===== src/rtl/updown_step_controller.sv =====
// -----------------------------------------------------------------------------
// updown_step_controller
//
// Sequencing controller for the up/down Mealy display decoder. It synchronises
// and debounces the raw Up/Down pushbuttons and arbitrates between them. It
// owns the 4-bit state register the decoder reads. For each accepted press it
// emits exactly one strobe cycle, aligned with the pre-update state.
//
// States 0..MAX_STATE form a ring. State 15 is the error state.
//
// Optional build macro:
//   UPDOWN_AUTO_REPEAT_EN - while exactly one debounced button stays high,
//                           re-issue that request every REPEAT_CYCLES cycles.
//
// Ports:
//   Clock     in   system clock, rising edge
//   Reset_n   in   asynchronous active-low reset
//   Up_btn    in   raw asynchronous Up pushbutton, active high
//   Down_btn  in   raw asynchronous Down pushbutton, active high
//   Clear     in   synchronous soft reset, active high
//   Up        out  one-cycle Up strobe to decoder
//   Down      out  one-cycle Down strobe to decoder
//   state     out  current state (4 bits)
//   wrap      out  high in a strobe cycle whose step wraps MAX_STATE<->0
//   error     out  registered, high while state == 15
//
// FSM states:
//   state     | meaning
//   ST_IDLE   | waiting for a request
//   ST_STROBE | one cycle: drive Up/Down with old state, commit next state
// -----------------------------------------------------------------------------
module updown_step_controller #(
    parameter int DEBOUNCE_CYCLES = 4,
    parameter int MAX_STATE       = 8
`ifdef UPDOWN_AUTO_REPEAT_EN
    , parameter int REPEAT_CYCLES = 16
`endif
) (
    input  logic       Clock,
    input  logic       Reset_n,
    input  logic       Up_btn,
    input  logic       Down_btn,
    input  logic       Clear,
    output logic       Up,
    output logic       Down,
    output logic [3:0] state,
    output logic       wrap,
    output logic       error
);

    localparam logic [7:0] DB_LAST = 8'(DEBOUNCE_CYCLES - 1);
    localparam logic [3:0] MAX_S   = 4'(MAX_STATE);
    localparam logic [3:0] ERR_S   = 4'hF;

    typedef enum logic {ST_IDLE, ST_STROBE} fsm_t;

    // Bit 0 = Up button, bit 1 = Down button throughout.
    logic [1:0] sync1_q, sync1_d, sync2_q, sync2_d;
    logic [1:0] lvl_q, lvl_d, lvl_prev_q, lvl_prev_d;
    logic [7:0] db_cnt_q [2];
    logic [7:0] db_cnt_d [2];
    logic [1:0] rep_req;
    logic [1:0] req;

    fsm_t       fsm_q, fsm_d;
    logic [1:0] dir_q, dir_d;
    logic [3:0] state_q, state_d;
    logic       error_q, error_d;
    logic [3:0] eff_state;
    logic [3:0] nxt_state;
    logic       wrap_c;
    logic       strobe;

    // Synchronisers and debounce. The counter counts consecutive samples that
    // disagree with the debounced level. When it hits the limit, the level flips.
    always_comb begin
        sync1_d    = {Down_btn, Up_btn};
        sync2_d    = sync1_q;
        lvl_d      = lvl_q;
        lvl_prev_d = lvl_q;
        for (int i = 0; i < 2; i++) begin
            db_cnt_d[i] = '0;
            if (sync2_q[i] != lvl_q[i]) begin
                if (db_cnt_q[i] == DB_LAST) begin
                    lvl_d[i] = ~lvl_q[i];
                end else begin
                    db_cnt_d[i] = db_cnt_q[i] + 8'd1;
                end
            end
        end
    end

`ifdef UPDOWN_AUTO_REPEAT_EN
    localparam logic [7:0] REP_LOAD = 8'(REPEAT_CYCLES - 1);

    logic [7:0] rep_cnt_q, rep_cnt_d;
    logic       one_held;

    // The counter reloads in every strobe cycle and counts down in IDLE. It
    // requests when it reaches 1, so the next strobe lands REPEAT_CYCLES after
    // the previous one. Zero means disarmed.
    always_comb begin
        one_held  = lvl_q[0] ^ lvl_q[1];
        rep_cnt_d = '0;
        if (!Clear && one_held) begin
            if (fsm_q == ST_STROBE) begin
                rep_cnt_d = REP_LOAD;
            end else if (rep_cnt_q != 8'd0) begin
                rep_cnt_d = rep_cnt_q - 8'd1;
            end
        end
        rep_req = (one_held && rep_cnt_q == 8'd1) ? lvl_q : 2'b00;
    end

    always_ff @(posedge Clock or negedge Reset_n) begin
        if (!Reset_n) rep_cnt_q <= '0;
        else          rep_cnt_q <= rep_cnt_d;
    end
`else
    assign rep_req = 2'b00;
`endif

    assign req = (lvl_q & ~lvl_prev_q) | rep_req;

    // Out-of-ring values are folded onto the error state before stepping.
    always_comb begin
        eff_state = (state_q > MAX_S) ? ERR_S : state_q;
        nxt_state = eff_state;
        wrap_c    = 1'b0;
        if (dir_q == 2'b11) begin
            nxt_state = ERR_S;
        end else if (eff_state == ERR_S) begin
            nxt_state = 4'd0;
        end else if (dir_q[0]) begin
            if (eff_state == MAX_S) begin
                nxt_state = 4'd0;
                wrap_c    = 1'b1;
            end else begin
                nxt_state = eff_state + 4'd1;
            end
        end else if (dir_q[1]) begin
            if (eff_state == 4'd0) begin
                nxt_state = MAX_S;
                wrap_c    = 1'b1;
            end else begin
                nxt_state = eff_state - 4'd1;
            end
        end
    end

    // Requests seen in STROBE are dropped: they are single-cycle pulses, and
    // only IDLE looks at them.
    always_comb begin
        fsm_d   = fsm_q;
        dir_d   = dir_q;
        state_d = state_q;
        case (fsm_q)
            ST_IDLE: begin
                if (req != 2'b00) begin
                    fsm_d = ST_STROBE;
                    dir_d = req;
                end
            end
            ST_STROBE: begin
                fsm_d   = ST_IDLE;
                state_d = nxt_state;
            end
            default: fsm_d = ST_IDLE;
        endcase
        if (Clear) begin
            fsm_d   = ST_IDLE;
            dir_d   = 2'b00;
            state_d = 4'd0;
        end
        error_d = (state_d == ERR_S);
    end

    always_ff @(posedge Clock or negedge Reset_n) begin
        if (!Reset_n) begin
            sync1_q     <= '0;
            sync2_q     <= '0;
            lvl_q       <= '0;
            lvl_prev_q  <= '0;
            db_cnt_q[0] <= '0;
            db_cnt_q[1] <= '0;
            fsm_q       <= ST_IDLE;
            dir_q       <= '0;
            state_q     <= '0;
            error_q     <= 1'b0;
        end else begin
            sync1_q     <= sync1_d;
            sync2_q     <= sync2_d;
            lvl_q       <= lvl_d;
            lvl_prev_q  <= lvl_prev_d;
            db_cnt_q[0] <= db_cnt_d[0];
            db_cnt_q[1] <= db_cnt_d[1];
            fsm_q       <= fsm_d;
            dir_q       <= dir_d;
            state_q     <= state_d;
            error_q     <= error_d;
        end
    end

    // Strobes decode directly from the FSM register, so an async reset drops
    // them immediately.
    assign strobe = (fsm_q == ST_STROBE);
    assign Up     = strobe & dir_q[0];
    assign Down   = strobe & dir_q[1];
    assign wrap   = strobe & wrap_c;
    assign state  = state_q;
    assign error  = error_q;

endmodule


===== config.mk =====
export PLATFORM = sky130hd
export DESIGN_NAME = updown_step_controller
export DESIGN_NICKNAME = d
export VERILOG_FILES = /design/src/rtl/updown_step_controller.sv
export SDC_FILE = /design/constraint.sdc
export NUM_CORES = 1
export LEC_CHECK = 0
export BUFFER_PORTS_ARGS = -buffer_cell sky130_fd_sc_hd__buf_2
export CORE_ASPECT_RATIO = 0.75
export CORE_MARGIN = 1
export CORE_UTILIZATION = 50
export CTS_CLUSTER_DIAMETER = 80
export DETAILED_ROUTE_END_ITERATION = 10
export PLACE_DENSITY = 0.68
export SYNTH_ARGS = -nofsm -noshare
export SYNTH_HDL_FRONTEND = slang
export SYNTH_SLANG_ARGS = --single-unit
export TNS_END_PERCENT = 100

===== constraint.sdc =====
create_clock -name Clock -period 6.5 [get_ports Clock]
set_input_delay 0 -clock Clock [delete_from_list [all_inputs] [get_ports Clock]]
set_output_delay 0 -clock Clock [all_outputs]
set_load 0.02 [all_outputs]

Word-level counts from Yosys, hierarchy flattened
Cells that the tools add are included.
{"block": "op_classes", "reduce_logical": 6, "eq_ne": 9, "multipliers": 0, "div": 0, "n_mux": 25, "n_addsub": 4, "bitwise_logic": 8, "order_cmp": 1, "shifts": 0}
{"cell": "2-to-1 mux 4 bit", "n": 9}
{"cell": "2-to-1 mux 8 bit", "n": 4}
{"cell": "adder 8 x 1 -> 8 bit (second input constant)", "n": 2}
{"cell": "== test 8 x 2 -> 1 bit (second input constant)", "n": 2}
{"cell": "== test 4 bit (second input constant)", "n": 3}
{"cell": "2-to-1 mux 1 bit", "n": 8}
{"cell": "2-to-1 mux 2 bit", "n": 3}
{"cell": "AND reduction 2 bit", "n": 3}
{"cell": "adder 4 x 1 -> 4 bit (second input constant)", "n": 1}
{"cell": "greater-than comparator 4 bit (second input constant)", "n": 1}
{"cell": "logical NOT 4 bit", "n": 1}
{"cell": "nonzero test 2 bit", "n": 2}
{"cell": "subtractor 4 x 1 -> 4 bit (second input constant)", "n": 1}
{"cell": "bitwise AND 1 bit", "n": 3}
{"cell": "NOT 1 bit", "n": 3}
{"cell": "bitwise AND 2 bit", "n": 1}
{"cell": "== test 2 bit (second input constant)", "n": 1}
{"cell": "!= test 1 bit", "n": 2}
{"cell": "!= test 2 bit (second input constant)", "n": 1}
{"cell": "NOT 2 bit", "n": 1}
{"cell": "case mux 1 bit (2 select lines)", "n": 1}
{"block": "totals", "latchBits": 0, "wordCells": 64, "mem_bits_rw": 0, "input_bits": 5, "out_inout_bits": 8, "register_bits": 32, "memories": 0, "romBits": 0}

Depth between registers and ports, before layout
{"block": "logic_depth", "depth_word": 11, "mapped_depth": 10, "ltp_nobuf": 9}

Least setup slack after synthesis
OpenSTA, ideal clock, no wires.
{"block": "synth_timing", "path_kind": "register to register", "from": "register state_q[1], in the netlist state[1]", "to": "register error_q, in the netlist error", "slack_ps": 4283, "arrival_ps": 2121, "setup_time_ps": 96, "stages_incl_launch_ff": 10, "required_ps": 6404, "cell_sequence": "dfrtp_1 -> buf_2 -> o21a_1 -> nor2_1 -> ha_1 -> nor2b_1 -> and3_1 -> o21ai_0 -> and4_1 -> nor4_2"}
{"block": "synth_between", "elab_chain_len": 11}
{"element": "from (decl)", "line": "67", "source": "logic [3:0] state_q, state_d;"}
{"element": "from (signal assigned)", "line": "199", "source": "state_q <= state_d;"}
{"element": "greater-than comparator 4 bit", "line": "127", "source": "eff_state = (state_q > MAX_S) ? ERR_S : state_q;"}
{"element": "2-to-1 mux 4 bit", "line": "127"}
{"element": "subtractor 4 x 1 -> 4 bit / logical NOT 4 bit (equally long branches)", "line": "146, 142"}
{"element": "2-to-1 mux 4 bit", "line": "142", "source": "if (eff_state == 4'd0) begin"}
{"element": "2-to-1 mux 4 bit", "line": "141", "source": "end else if (dir_q[1]) begin"}
{"element": "2-to-1 mux 4 bit", "line": "134", "source": "end else if (dir_q[0]) begin"}
{"element": "2-to-1 mux 4 bit", "line": "132", "source": "end else if (eff_state == ERR_S) begin"}
{"element": "2-to-1 mux 4 bit", "line": "130", "source": "if (dir_q == 2'b11) begin"}
{"element": "2-to-1 mux 4 bit *", "line": "157", "source": "case (fsm_q)"}
{"element": "2-to-1 mux 4 bit *", "line": "170", "source": "if (Clear) begin"}
{"element": "== test 4 bit *", "line": "175", "source": "error_d = (state_d == ERR_S);"}
{"element": "named net error_d", "line": "68", "source": "logic error_q, error_d;"}
{"element": "to (signal assigned)", "line": "200", "source": "error_q <= error_d;"}
{"element": "to (decl)", "line": "68"}
Mark *: on every way through the listed nets, which the timed path passes. The rest lies on a longest branch.
A chain may end at the register's enable or synchronous reset.

Final worst setup path
{"block": "layout_timing", "from": "register state_q[3], in the netlist state[3]", "to": "output port wrap"}
{"block": "layout_between", "elab_chain_len": 9}
{"element": "greater-than comparator 4 bit", "line": "127"}
{"element": "2-to-1 mux 4 bit *", "line": "127"}
{"element": "logical NOT 4 bit", "line": "142"}
{"element": "2-to-1 mux 1 bit", "line": "142"}
{"element": "2-to-1 mux 1 bit", "line": "141"}
{"element": "2-to-1 mux 1 bit", "line": "134"}
{"element": "2-to-1 mux 1 bit *", "line": "132"}
{"element": "2-to-1 mux 1 bit *", "line": "130"}
{"element": "bitwise AND 1 bit *", "line": "209", "source": "assign wrap = strobe & wrap_c;"}
{"element": "to (decl)", "line": "47", "source": "output logic wrap,"}
Mark *: on every way between the ends. The rest lies on a longest branch, timed or not.

==> results.cfg <==
[cts]
cts.repair.resized = 0
clk_path_buf_depth = 2
cts_buffers = 5
cts-root-buf = clkbuf_8
cts_max_level = 2
path_clk_slew_ns = 0.07
worstSkewPairLatency_ns = 0.28
cts_tree = built
clock-sinks = 32

[power_and_ir_drop]
p_int_mw = 0.4869
power_frac_seq_pct = 39.6
comb_power_share_pct = 35.0
switching_share_pct = 40.00
pwr_density_cell_mw_per_mm2 = 427.3
p_switching_mw = 0.3246
vdd.ir_drop.worst_v = 0.0002239
power_leakage_nw = 0.9038
clockPowerShare_pct = 25.4

[synthesis]
yosys_warnings = 0
yosys-top-cells-area = dfrtp_1, nor2_1, xor2_1
synth_nets = 183
ys_top_cells_by_count = dfrtp_1, nor2_1, xor2_1, nand2_1, nand3_1
synth_seq_cells = 32
synth_xor_area_share_pct = 7.842
synthCells = 174
synth_edf_count = 0
synth_area_mm2 = 0.001675
synth_top_family_by_area = simple AND/OR/NAND/NOR gates
synth_ff_type = dfrtp_1
synth_compound_area_share_pct = 11.43
async_flop_share_pct = 100.0
yosysUniqueCellTypes = 43
synth.most_common_cell = dfrtp_1
synth.top_cell.area_share_pct = 47.80
synth_area_per_cell_um2 = 9.628
yosys.area_share.simple_pct = 23.60
synth_adder_area_share_pct = 2.987
yosysSeqAreaShare_pct = 47.80
yosysTopAreaCell = dfrtp_1
synth_mux_area_share_pct = 1.344

[final_layout]
area_growth_pct = 13.37
fillers = 258
layout-drive-gt1-share_pct = 14.21
area.sequential_um2 = 800.8
multiInputGateArea_um2 = 790.8
final_util_pct = 62.01
nets = 198
fin_area_mm2 = 0.001899
n_antenna_cell = 0

[drt]
drtIter0Drc = 99
dr.pass1.iters = 4
drtAntennaViolNets = 0
routedWlPerCell_um = 14.86
vias = 1280
routed_wl_mm = 3.388
vias_per_cell = 5.614
route.detailed.drc = 0

[floorplan]
start_util_pct = 54.70
io_pins = 13
dieArea_mm2 = 0.003589
die-width_um = 68.84
rows = 17
fp.coreArea_mm2 = 0.003063
die_y_um = 52.13

[worst_setup_path]
rr_startpoint = state[3]
end_kind = output port
crit_chain = o21a_1 -> nor2_1 -> ha_1 -> nor2b_1 -> a31oi_1 -> a221o_1 -> nor2_1 -> buf_2
regToRegEndpoint = error
crit_arrival_ns = 2.55
r2r_setup_slack_ns = 4.03
reg2regPathDepth = 8
crit_required_ns = 6.50
max_stage_delay_ns = 0.53
crit_slowest_cell = dfrtp_1
critPathMostFrequentCell = nor2_1
crit_path_start_kind = register
crit_fanout = 15
criticalPathCategory = reg -> out

[timing]
report.final.hold_viol_count = 0
rsz0062_at_grt = no
fin_worst_skew_ns = 0.003996
fmax_mhz = 392.5
slew_viol_final = 0
fin_crit_ns = 2.548
worstMarginPinSlew_ns = 0.6845
relSlewSlack_pct = 54.37
finalCritPeriodShare_pct = 39.19
setup_violations = 0
tns_ns = 0

[global_routing]
antenna_found_initial = 0
grt_max_degree = 33
grt_first_pass_wirelength_mm = 5.630
globalRouteOverflowTotal = 0
grtUsageTotal_pct = 22.09
grt_pass1_vias = 1202

[worst_hold_path]
worstHoldPathType = in -> async

[placement]
place.gp.congestion = 0.8673
hpwlAfterDp_mm = 2.429
place_area_mm2 = 0.001733
io_buffers = 12

[run_status]
status = completed

[run]
timing.max_cap.violations = 0
## worst max-delay path by stage
stage	endpoint	startpoint	slack (ns)	depth (start not counted)
finish	wrap	state[3]	3.95	8
global route	wrap	state[3]	3.72	8
CTS	wrap	state[3]	3.98	8
detailed placement	error	state[3]	4.08	8
global placement	error	state[3]	4.21	8
floorplan	error	state[1]	4.28	9
## registers in the layout, indices dropped and copies added (netlist names)
register and flops:
db_cnt_q 16, dir_q 2, error 1, fsm_q 1, lvl_prev_d 2, lvl_prev_q 2, state 4, sync1_q 2
sync2_q 2
## cell type report
type,count,area share [%]
Inverter,9,1.779
Clock buffer,7,5.072
Tap cell,38,2.503
Multi-Input combinational cell,125,41.63
Timing Repair Buffer,16,5.270
Clock inverter,1,1.581
Sequential cell,32,42.16
## power groups by stage
stage | sequential (mW) | combinational, mW | clock (mW)
2_1_floorplan | 0.287 | 0.245 | 0
3_3_place_gp | 0.319 | 0.275 | 0
3_5_place_dp | 0.323 | 0.280 | 0
4_1_cts | 0.319 | 0.283 | 0.209
5_1_grt | 0.328 | 0.324 | 0.216
6_report | 0.321 | 0.284 | 0.206
## per-stage QoR
step / hold WS [ns] / worst slack, ns / cells / power (mW)
4_1_cts: 0.3328 / 3.983 / 228 / 0.8117
3_3_place_gp: 0.07242 / 4.207 / 216 / 0.5942
6_report: 0.2986 / 3.952 / 228 / 0.8115
5_1_grt: 0.3683 / 3.721 / 228 / 0.8683
3_5_place_dp: 0.08619 / 4.082 / 216 / 0.6027
2_1_floorplan: -0.2956 / 4.283 / 174 / 0.5326
## routing by layer
| metal | up-vias | wire (um) | GRT usage [%] |
|---|---|---|---|
| met5 | - | 0 | 0 |
| met4 | 0 | 39 | 7.143 |
| met3 | 6 | 208 | 6.579 |
| met2 | 38 | 1393 | 29.45 |
| met1 | 606 | 1747 | 33.62 |
| li1 | 630 | - | - |
## cells by family (layout without fill, tap and decap cells)
| family | count (synthesis) | in the layout |
|---|---|---|
| xor gates and xnor gates | 15 | 15 |
| muxes | 2 | 2 |
| buffers and inverters | 17 | 33 |
| and+or+nand+nor | 78 | 78 |
| AOI/OAI and AO/OA | 26 | 26 |
| adders and majority gates | 4 | 4 |
| DFF | 32 | 32 |
## cells in the final DEF, fill, tap and decap left out, types with 3 or more instances in the layout
cell type / n
nor2b_1: 3
dlygate4sd3_1: 4
nand3_1: 11
ha_1: 4
buf_2: 12
xnor2_1: 3
nor3_1: 3
nand2_1: 11
and3_1: 8
clkbuf_8: 7
nor2_1: 28
xor2_1: 12
inv_1: 9
o21ai_0: 4
a21oi_1: 8
dfrtp_1: 32
## repair_timing
| item | CTS | global route |
|---|---|---|
| hold buffers | 4 | 0 |
| endpoints found under the hold margin | 37 | 0 |
| buffers inserted | 0 | 0 |
## worst max-delay path, delay by kind of cell, from the launching register on
| kind | cells | cell delay (ns) |
|---|---|---|
| AO/OA/AOI/OAI | 3 | 0.65 |
| AND/OR/NAND/NOR | 3 | 0.60 |
| adder cells (fa/ha/maj) | 1 | 0.33 |
| buffers and inverters | 1 | 0.17 |
| flip-flops | 1 | 0.53 |
No activity file was read; power rests on OpenSTA's default activity.
